--- config.mk ---
export PLATFORM = sky130hd
export DESIGN_NAME = simon_pipeline_sched_flat
export DESIGN_NICKNAME = d
export VERILOG_FILES = /design/src/rtl/simon_pipeline_sched_if.sv /design/src/rtl/simon_pipeline_sched.sv /design/src/flat_wrapper.sv
export SDC_FILE = /design/constraint.sdc
export NUM_CORES = 2
export LEC_CHECK = 0
export CORE_UTILIZATION = 40
export CTS_CLUSTER_SIZE = 40
export DETAILED_ROUTE_END_ITERATION = 12
export GPL_TIMING_DRIVEN = 0
export PLACE_DENSITY = 0.59
export SYNTH_ARGS = -nofsm -noshare
export SYNTH_HDL_FRONTEND = slang
export SYNTH_SLANG_ARGS = --single-unit
--- constraint.sdc ---
create_clock -name clk -period 4.5 [get_ports clk]
set_clock_uncertainty 0.05 [all_clocks]
set_input_delay 0.675 -clock clk [delete_from_list [all_inputs] [get_ports clk]]
set_output_delay 0.675 -clock clk [all_outputs]
set_load 0.01 [all_outputs]
--- src/rtl/simon_pipeline_sched_if.sv ---
// Request/response bundle for the Simon pipeline scheduler.
// master: requesters and result consumer; slave: the scheduler itself.
interface simon_pipeline_sched_if #(
    parameter int unsigned NREQ = 2,
    parameter int unsigned IDW  = 1
) ();
    logic [NREQ-1:0]    req_valid;
    logic [32*NREQ-1:0] req_data;
    logic [NREQ-1:0]    req_ready;
    logic               out_valid;
    logic               out_ready;
    logic [31:0]        out_data;
    logic [IDW-1:0]     out_id;

    modport master (
        output req_valid, req_data, out_ready,
        input  req_ready, out_valid, out_data, out_id
    );

    modport slave (
        input  req_valid, req_data, out_ready,
        output req_ready, out_valid, out_data, out_id
    );
endinterface

--- src/rtl/simon_pipeline_sched.sv ---
// Round-robin scheduler in front of a fixed-latency Simon 32/64 pipeline.
// A valid/ID shift register mirrors the pipeline so each emerging ciphertext is
// tagged with its requester; credits reserve an output FIFO slot for every block
// in flight, so results are never dropped.
module simon_pipeline_sched #(
    parameter int unsigned LATENCY   = 32,
    parameter int unsigned NREQ      = 2,
    parameter int unsigned IDW       = 1,
    parameter int unsigned OUT_DEPTH = 64
) (
    input  logic                         clk,
    input  logic                         rst,
    simon_pipeline_sched_if.slave        bus,
    output logic [31:0]                  pt_o,
    input  logic [31:0]                  ct_i,
    output logic [$clog2(LATENCY+1)-1:0] inflight,
    output logic                         idle
);
    localparam int unsigned IFW  = $clog2(LATENCY + 1);
    localparam int unsigned CNTW = $clog2(OUT_DEPTH + 1);
    localparam int unsigned AW   = (OUT_DEPTH > 1) ? $clog2(OUT_DEPTH) : 1;

    // Arbitration state
    logic [IDW-1:0]  ptr_q, ptr_d;
    logic [NREQ-1:0] grant;
    logic [IDW-1:0]  grant_id;
    logic            can_issue;
    logic            issue;
    logic [31:0]     pt_q, pt_d;

    // Pipeline tracking
    logic [LATENCY-1:0] valid_q;
    logic [IDW-1:0]     id_q [LATENCY];
    logic [IFW-1:0]     inflight_q, inflight_d;
    logic               push;
    logic [IDW-1:0]     exit_id;

    // Output FIFO
    logic [IDW+31:0] mem [OUT_DEPTH];
    logic [AW-1:0]   wr_q, rd_q;
    logic [CNTW-1:0] count_q, count_d;
    logic            pop;
    logic            not_empty;

    assign not_empty = (count_q != '0);
    assign pop       = not_empty & bus.out_ready;
    assign push      = valid_q[LATENCY-1];
    assign exit_id   = id_q[LATENCY-1];

    // Credit check and rotating-priority grant, starting the search at ptr_q.
    always_comb begin
        int unsigned pos;
        logic        found;
        grant     = '0;
        grant_id  = '0;
        pt_d      = pt_q;
        found     = 1'b0;
        pos       = 0;
        can_issue = (32'(inflight_q) + 32'(count_q)) < OUT_DEPTH;
        if (can_issue) begin
            for (int unsigned off = 0; off < NREQ; off++) begin
                pos = (32'(ptr_q) + off) % NREQ;
                for (int unsigned j = 0; j < NREQ; j++) begin
                    if (!found && (j == pos) && bus.req_valid[j]) begin
                        found    = 1'b1;
                        grant[j] = 1'b1;
                        grant_id = IDW'(j);
                        pt_d     = bus.req_data[32*j +: 32];
                    end
                end
            end
        end
    end

    assign issue         = |grant;
    assign bus.req_ready = grant;

    // Pointer advances past the winner only when a block is actually issued.
    always_comb begin
        ptr_d = ptr_q;
        if (issue) begin
            ptr_d = (32'(grant_id) == NREQ - 1) ? '0 : grant_id + 1'b1;
        end
    end

    // In-flight and FIFO occupancy counters; simultaneous inc/dec cancel.
    always_comb begin
        inflight_d = inflight_q;
        if (issue && !push) begin
            inflight_d = inflight_q + 1'b1;
        end else if (!issue && push) begin
            inflight_d = inflight_q - 1'b1;
        end
        count_d = count_q;
        if (push && !pop) begin
            count_d = count_q + 1'b1;
        end else if (!push && pop) begin
            count_d = count_q - 1'b1;
        end
    end

    // Control state; reset discards everything in flight and empties the FIFO.
    always_ff @(posedge clk or negedge rst) begin
        if (!rst) begin
            ptr_q      <= '0;
            pt_q       <= '0;
            valid_q    <= '0;
            inflight_q <= '0;
            count_q    <= '0;
            wr_q       <= '0;
            rd_q       <= '0;
        end else begin
            ptr_q      <= ptr_d;
            inflight_q <= inflight_d;
            count_q    <= count_d;
            // pt_o holds on bubbles; the pipeline output for them is never captured
            if (issue) begin
                pt_q <= pt_d;
            end
            valid_q[0] <= issue;
            for (int unsigned i = 1; i < LATENCY; i++) begin
                valid_q[i] <= valid_q[i-1];
            end
            if (push) begin
                wr_q <= wr_q + 1'b1;
            end
            if (pop) begin
                rd_q <= rd_q + 1'b1;
            end
        end
    end

    // ID tags travel alongside the valid bits; only meaningful where valid_q is set.
    always_ff @(posedge clk) begin
        id_q[0] <= grant_id;
        for (int unsigned i = 1; i < LATENCY; i++) begin
            id_q[i] <= id_q[i-1];
        end
    end

    // FIFO storage: capture the ciphertext for a valid exiting block with its tag.
    always_ff @(posedge clk) begin
        if (push) begin
            mem[wr_q] <= {exit_id, ct_i};
        end
    end

    // Head is forced to zero while empty so the outputs read 0 after reset.
    always_comb begin
        bus.out_valid = not_empty;
        {bus.out_id, bus.out_data} = not_empty ? mem[rd_q] : '0;
    end

    assign pt_o     = pt_q;
    assign inflight = inflight_q;
    assign idle     = (inflight_q == '0) && !not_empty;

    // Credits make a push into a full FIFO unreachable.
    assert property (@(posedge clk) disable iff (!rst) push |-> (32'(count_q) < OUT_DEPTH));

endmodule

--- src/flat_wrapper.sv ---
// flat-port wrapper written by rule: the top's interface ports become plain ports
module simon_pipeline_sched_flat 
#(
    parameter int unsigned LATENCY   = 32,
    parameter int unsigned NREQ      = 2,
    parameter int unsigned IDW       = 1,
    parameter int unsigned OUT_DEPTH = 64
)
  (clk, rst, pt_o, ct_i, inflight, idle, bus_req_valid, bus_req_data, bus_out_ready, bus_req_ready, bus_out_valid, bus_out_data, bus_out_id);
  simon_pipeline_sched_if #(.NREQ(NREQ), .IDW(IDW)) bus_i ();
  input  logic clk;
  input  logic rst;
  output logic [31:0] pt_o;
  input  logic [31:0] ct_i;
  output logic [$clog2(LATENCY+1)-1:0] inflight;
  output logic idle;
  input wire logic [$bits(bus_i.req_valid)-1:0] bus_req_valid;
  input wire logic [$bits(bus_i.req_data)-1:0] bus_req_data;
  input wire logic [$bits(bus_i.out_ready)-1:0] bus_out_ready;
  output wire logic [$bits(bus_i.req_ready)-1:0] bus_req_ready;
  output wire logic [$bits(bus_i.out_valid)-1:0] bus_out_valid;
  output wire logic [$bits(bus_i.out_data)-1:0] bus_out_data;
  output wire logic [$bits(bus_i.out_id)-1:0] bus_out_id;
  assign bus_i.req_valid = bus_req_valid;
  assign bus_i.req_data = bus_req_data;
  assign bus_i.out_ready = bus_out_ready;
  assign bus_req_ready = bus_i.req_ready;
  assign bus_out_valid = bus_i.out_valid;
  assign bus_out_data = bus_i.out_data;
  assign bus_out_id = bus_i.out_id;
  simon_pipeline_sched #(.LATENCY(LATENCY), .NREQ(NREQ), .IDW(IDW), .OUT_DEPTH(OUT_DEPTH)) u_core (.clk(clk), .rst(rst), .bus(bus_i), .pt_o(pt_o), .ct_i(ct_i), .inflight(inflight), .idle(idle));
endmodule
==> PnR_summary.wiki <==
{| class="wikitable"
! Metric !! Value
|-
| Run status || finished with violations
|-
| Violations in the final reports || design-rule violations, negative setup slack
|-
| Flop and latch count out of synthesis || roughly 2200
|-
| Post-synth top cells || edfxtp_1 (2112), mux4_2 (413), mux2i_1 (293)
|-
| CTS root buffer || clkbuf_16
|-
| Class of the worst hold path || in2reg
|-
| Met3 Use GR || 6.204%
|-
| Endpoint of the worst setup timing path || bus_out_data[27]
|-
| Quantity of I/O buffers inserted on ports || 175
|-
| Type of the worst setup path || reg2out
|-
| Residual overflow from global routing || 0
|-
| Switching power share of the total || 34.52%
|-
| Critical Path AT || about 4.0 ns
|-
| Sequential-to-total area share from yosys stat || roughly 78%
|-
| Critical R2R Launch || u_core.count_q[5]
|-
| Part of the total power dissipated in sequential elements || 36.0%
|-
| Leakage || 34.16 nW
|-
| Clock buffer count from CTS || 220
|-
| Yosys warnings || 0
|-
| Remaining DRCs || 20
|-
| Slew at the pin with the worst max-slew slack || about 1.1 ns
|-
| Mean cell area of the mapped netlist || 21.63 um2
|-
| Routed wire per std cell || 37.94 um
|-
| Routing usage on met2 || between 40% and 50%
|-
| Cell breakdown of the critical path || buf_4 > buf_4 > buf_6 > mux4_2 > mux2i_1 > o211ai_1 > o2bb2ai_2 > clkdlybuf4s50_1
|-
| Slowest library cell on the worst path || o211ai_1
|-
| Req. time, crit path || roughly 3.8 ns
|-
| R2R Setup Slk || roughly 0.40 ns
|-
| Floorplan die width || 464.2 um
|-
| Die H || 464.2 um
|-
| Worst slew margin relative to its limit || 27.93%
|-
| Critical path startpoint category || flip-flop
|-
| Met1 global-route usage || 35.95%
|-
| Final hold violation count || 0
|-
| Number of enable flip-flop cells after synthesis || 2112
|-
| Synthesized instance count || 3951
|-
| Count of nets after finishing || 4722
|-
| Antenna violations before repair || 12
|-
| DR iter-0 viols || 7329
|-
| Via Count || approximately 47000
|-
| Final core utilization || about half
|-
| Share of the synthesized area in the top cell type || about three quarters
|-
| Mapped Area || 85460 um2
|-
| Proportion of synthesized flip-flops having asynchronous set or reset || 4.029%
|-
| # rows || approximately 170
|-
| Most repeated cell in the gate-level netlist after synthesis || edfxtp_1
|-
| Crit-path max FO || 10
|-
| Clock insertion delay at the later pin of the skew report || 0.86 ns
|-
| Fill count || 17020
|-
| Top-level I/O count || 176
|-
| Peak Freq || 0.2121 GHz
|-
| Global placer's final weighted congestion || 0.8578
|-
| Count of final max-slew check failures || 0
|-
| Most congested layer reported by global routing || met2
|-
| Post-route fraction of the period consumed by the critical path || 104.8%
|-
| Number of cells on the worst hold path || 1
|-
| Final setup TNS || -1.547 ns
|-
| Via count of the first global-routing pass || 45500
|-
| Die area || 215500 um2
|-
| Clock period minus worst slack || 4.714 ns
|-
| Post-route worst setup slack || -0.2138 ns
|-
| Layout area overhead || 22.59%
|-
| P_sw || 23.53 mW
|-
| Maximum level of the CTS H-tree || 4
|-
| DP Wirelength || between 150000 and 200000 um
|-
| CTS tree || built
|-
| Worst-case reg-to-reg path depth || 14
|-
| Post-Synthesis Net Count || 4072
|-
| Remaining antenna violation count || 0
|-
| Post-layout power || 68.17 mW
|-
| Largest cells by area after synthesis || edfxtp_1 (74%), mux4_2 (11%), mux2i_1 (3.4%), dfrtp_1 (2.6%), mux2_2 (0.88%)
|-
| Cell-internal power || 44.64 mW
|-
| Clk pwr share || 26.0%
|-
| Total track usage || 26.51%
|-
| Pin count of the biggest net entering global routing || 65
|-
| Wire length of the first global-routing pass || about 390000 um
|-
| Cell occurring most often along the worst timing path || buf_4
|-
| Maximum number of buffers from clock root to sink || 3
|-
| Post-synthesis cell type with the largest combined area || edfxtp_1
|-
| Detailed-routing iteration count for the pre-antenna-repair pass || 9
|-
| Capturing element type of the critical path || primary output
|-
| WL final || 288100 um
|-
| Total power divided by cell area || 650.7 nW/um2
|-
| Ratio of cells with drive above 1 in the final layout || 32.23%
|-
| Unrepaired setup endpoints after global routing || yes
|-
| Clk slew on worst S/H paths || 0.06 ns
|-
| Share of power burned in combinational logic || 38.0%
|-
| Via/cell ratio || a little over 6
|-
| Number of max-cap violations || 0
|-
| Core area || 212300 um2
|-
| Setup violators final || 15
|-
| Startpoint of the worst setup timing path || u_core.rd_q[1]
|-
| Reg-to-reg critical path endpoint || u_core.inflight[5]
|-
| Worst VDD drop || 522.2 uV
|-
| Worst stage delay on the critical path || 0.58 ns
|-
| Starting Density || 40.26%
|-
| Sink count of the clock tree || 2234
|-
| Leading register cell type out of synthesis || edfxtp_1
|-
| Count of distinct cell types in the synthesized netlist || 64
|}
## worst min-delay path by stage
stage | end | start | slack (ns)
after detailed placement | u_core.id_q[0][7] | u_core.id_q[0][6] | 0.26
after global routing | u_core.mem[16][24] | ct_i[24] | 0.09
after floorplan | u_core.id_q[0][10] | u_core.id_q[0][9] | 0.26
final | u_core.mem[16][24] | ct_i[24] | 0.11
after global placement | u_core.id_q[1][14] | u_core.id_q[1][13] | 0.26
after CTS | u_core.mem[8][24] | ct_i[24] | 0.05
## power by group through the flow
stage / Sequential [mW] / Combinational, mW / Clock (mW)
finish: 24.6 / 25.9 / 17.7
global route: 24.7 / 26.5 / 18.6
CTS: 24.6 / 24.8 / 17.8
detailed placement: 25.0 / 21.8 / 0
global placement: 25.1 / 21.0 / 0
floorplan: 25.0 / 11.5 / 0
## metrics by stage
step                      hold slack, ns  area (um2)  setup WS (ns)  cells
final                             0.1083      104800        -0.2138   7594
after detailed placement          0.2621       94320         -1.608   7110
after global routing             0.08873      104800        -0.2309   7593
after floorplan                   0.2596       85460         0.4872   3951
after global placement            0.2596       90740         -4.456   6947
after CTS                        0.05210      103900        -0.3028   7552
## state kept, by name, summed over array words and instances, names as in the netlist
| signal | flops |
|---|---|
| u_core.count_q | 7 |
| u_core.wr_q | 6 |
| u_core.inflight | 6 |
| u_core.rd_q | 6 |
| u_core.id_q | 32 |
| u_core.mem | 2112 |
| u_core.valid_q | 32 |
| u_core.pt_o | 32 |
| u_core.ptr_q | 1 |
## per-layer routing
metal	share of wire, %	vias up
met2	46	3160
met1	38	25080
met5	0.019	-
met3	11	595
li1	-	17960
met4	4.8	8
## kinds of logic after synthesis
group	count (synthesis)	synth area share, %
AOI/OAI and AO/OA	444	3.830
xor gates and xnor gates	20	0.2050
buffers and inverters	236	1.616
adders and majority gates	20	0.3104
and+or+nand+nor	224	1.246
muxes	773	15.20
DFF	2234	77.59
## cell usage in the layout, fill, tap and decap left out, types with 17 or more instances in the layout
cell and n:
clkbuf_2 24, buf_2 52, dfxtp_1 31, nor2_1 17, a211oi_2 23, o22ai_2 20, clkinv_2 31, dfrtp_1 89
a22o_1 33, a211oi_1 26, ha_1 18, a22oi_1 32, mux2i_1 271, buf_8 25, mux2_2 67, nand2_1 57
a21oi_1 46, nor2_4 61, o221ai_1 38, buf_4 94, mux4_2 413, buf_16 53, clkbuf_4 33, clkdlybuf4s50_1 112
a22oi_2 18, buf_6 65, clkinv_1 55, nand3_1 17, clkbuf_16 223, edfxtp_1 2112, clkbuf_1 66, buf_12 145
o22ai_1 58
## layout make-up
cell class	instances	area (um2)	area share, %
Antenna cell	1	2.502	0.002389
Buffer	221	2591	2.473
Clock buffer	278	5827	5.562
Clock inverter	115	969.7	0.9256
Inverter	13	51.30	0.04897
Multi-Input combinational cell	1481	19690	18.79
Sequential cell	2234	66320	63.30
Tap cell	2821	3530	3.369
Timing Repair Buffer	430	5792	5.528
## what timing repair did
item | CTS | global route
gates resized for setup | 653 | 135
hold buffers | 1 | 0
pin swaps | 67 | 48
buffers inserted | 45 | 43
hold endpoints to repair | 28 | 0
endpoints found under the setup margin | 36 | 32
gates cloned | 4 | 0
## worst max-delay path, delay by kind of cell, from the launching register on
kind	cells	cell delay, ns
AOI/OAI and AO/OA	2	0.81
DFF	1	0.45
muxes	2	0.30
buffers and inverters	4	1.53
Power figures use the tool's default switching activity.
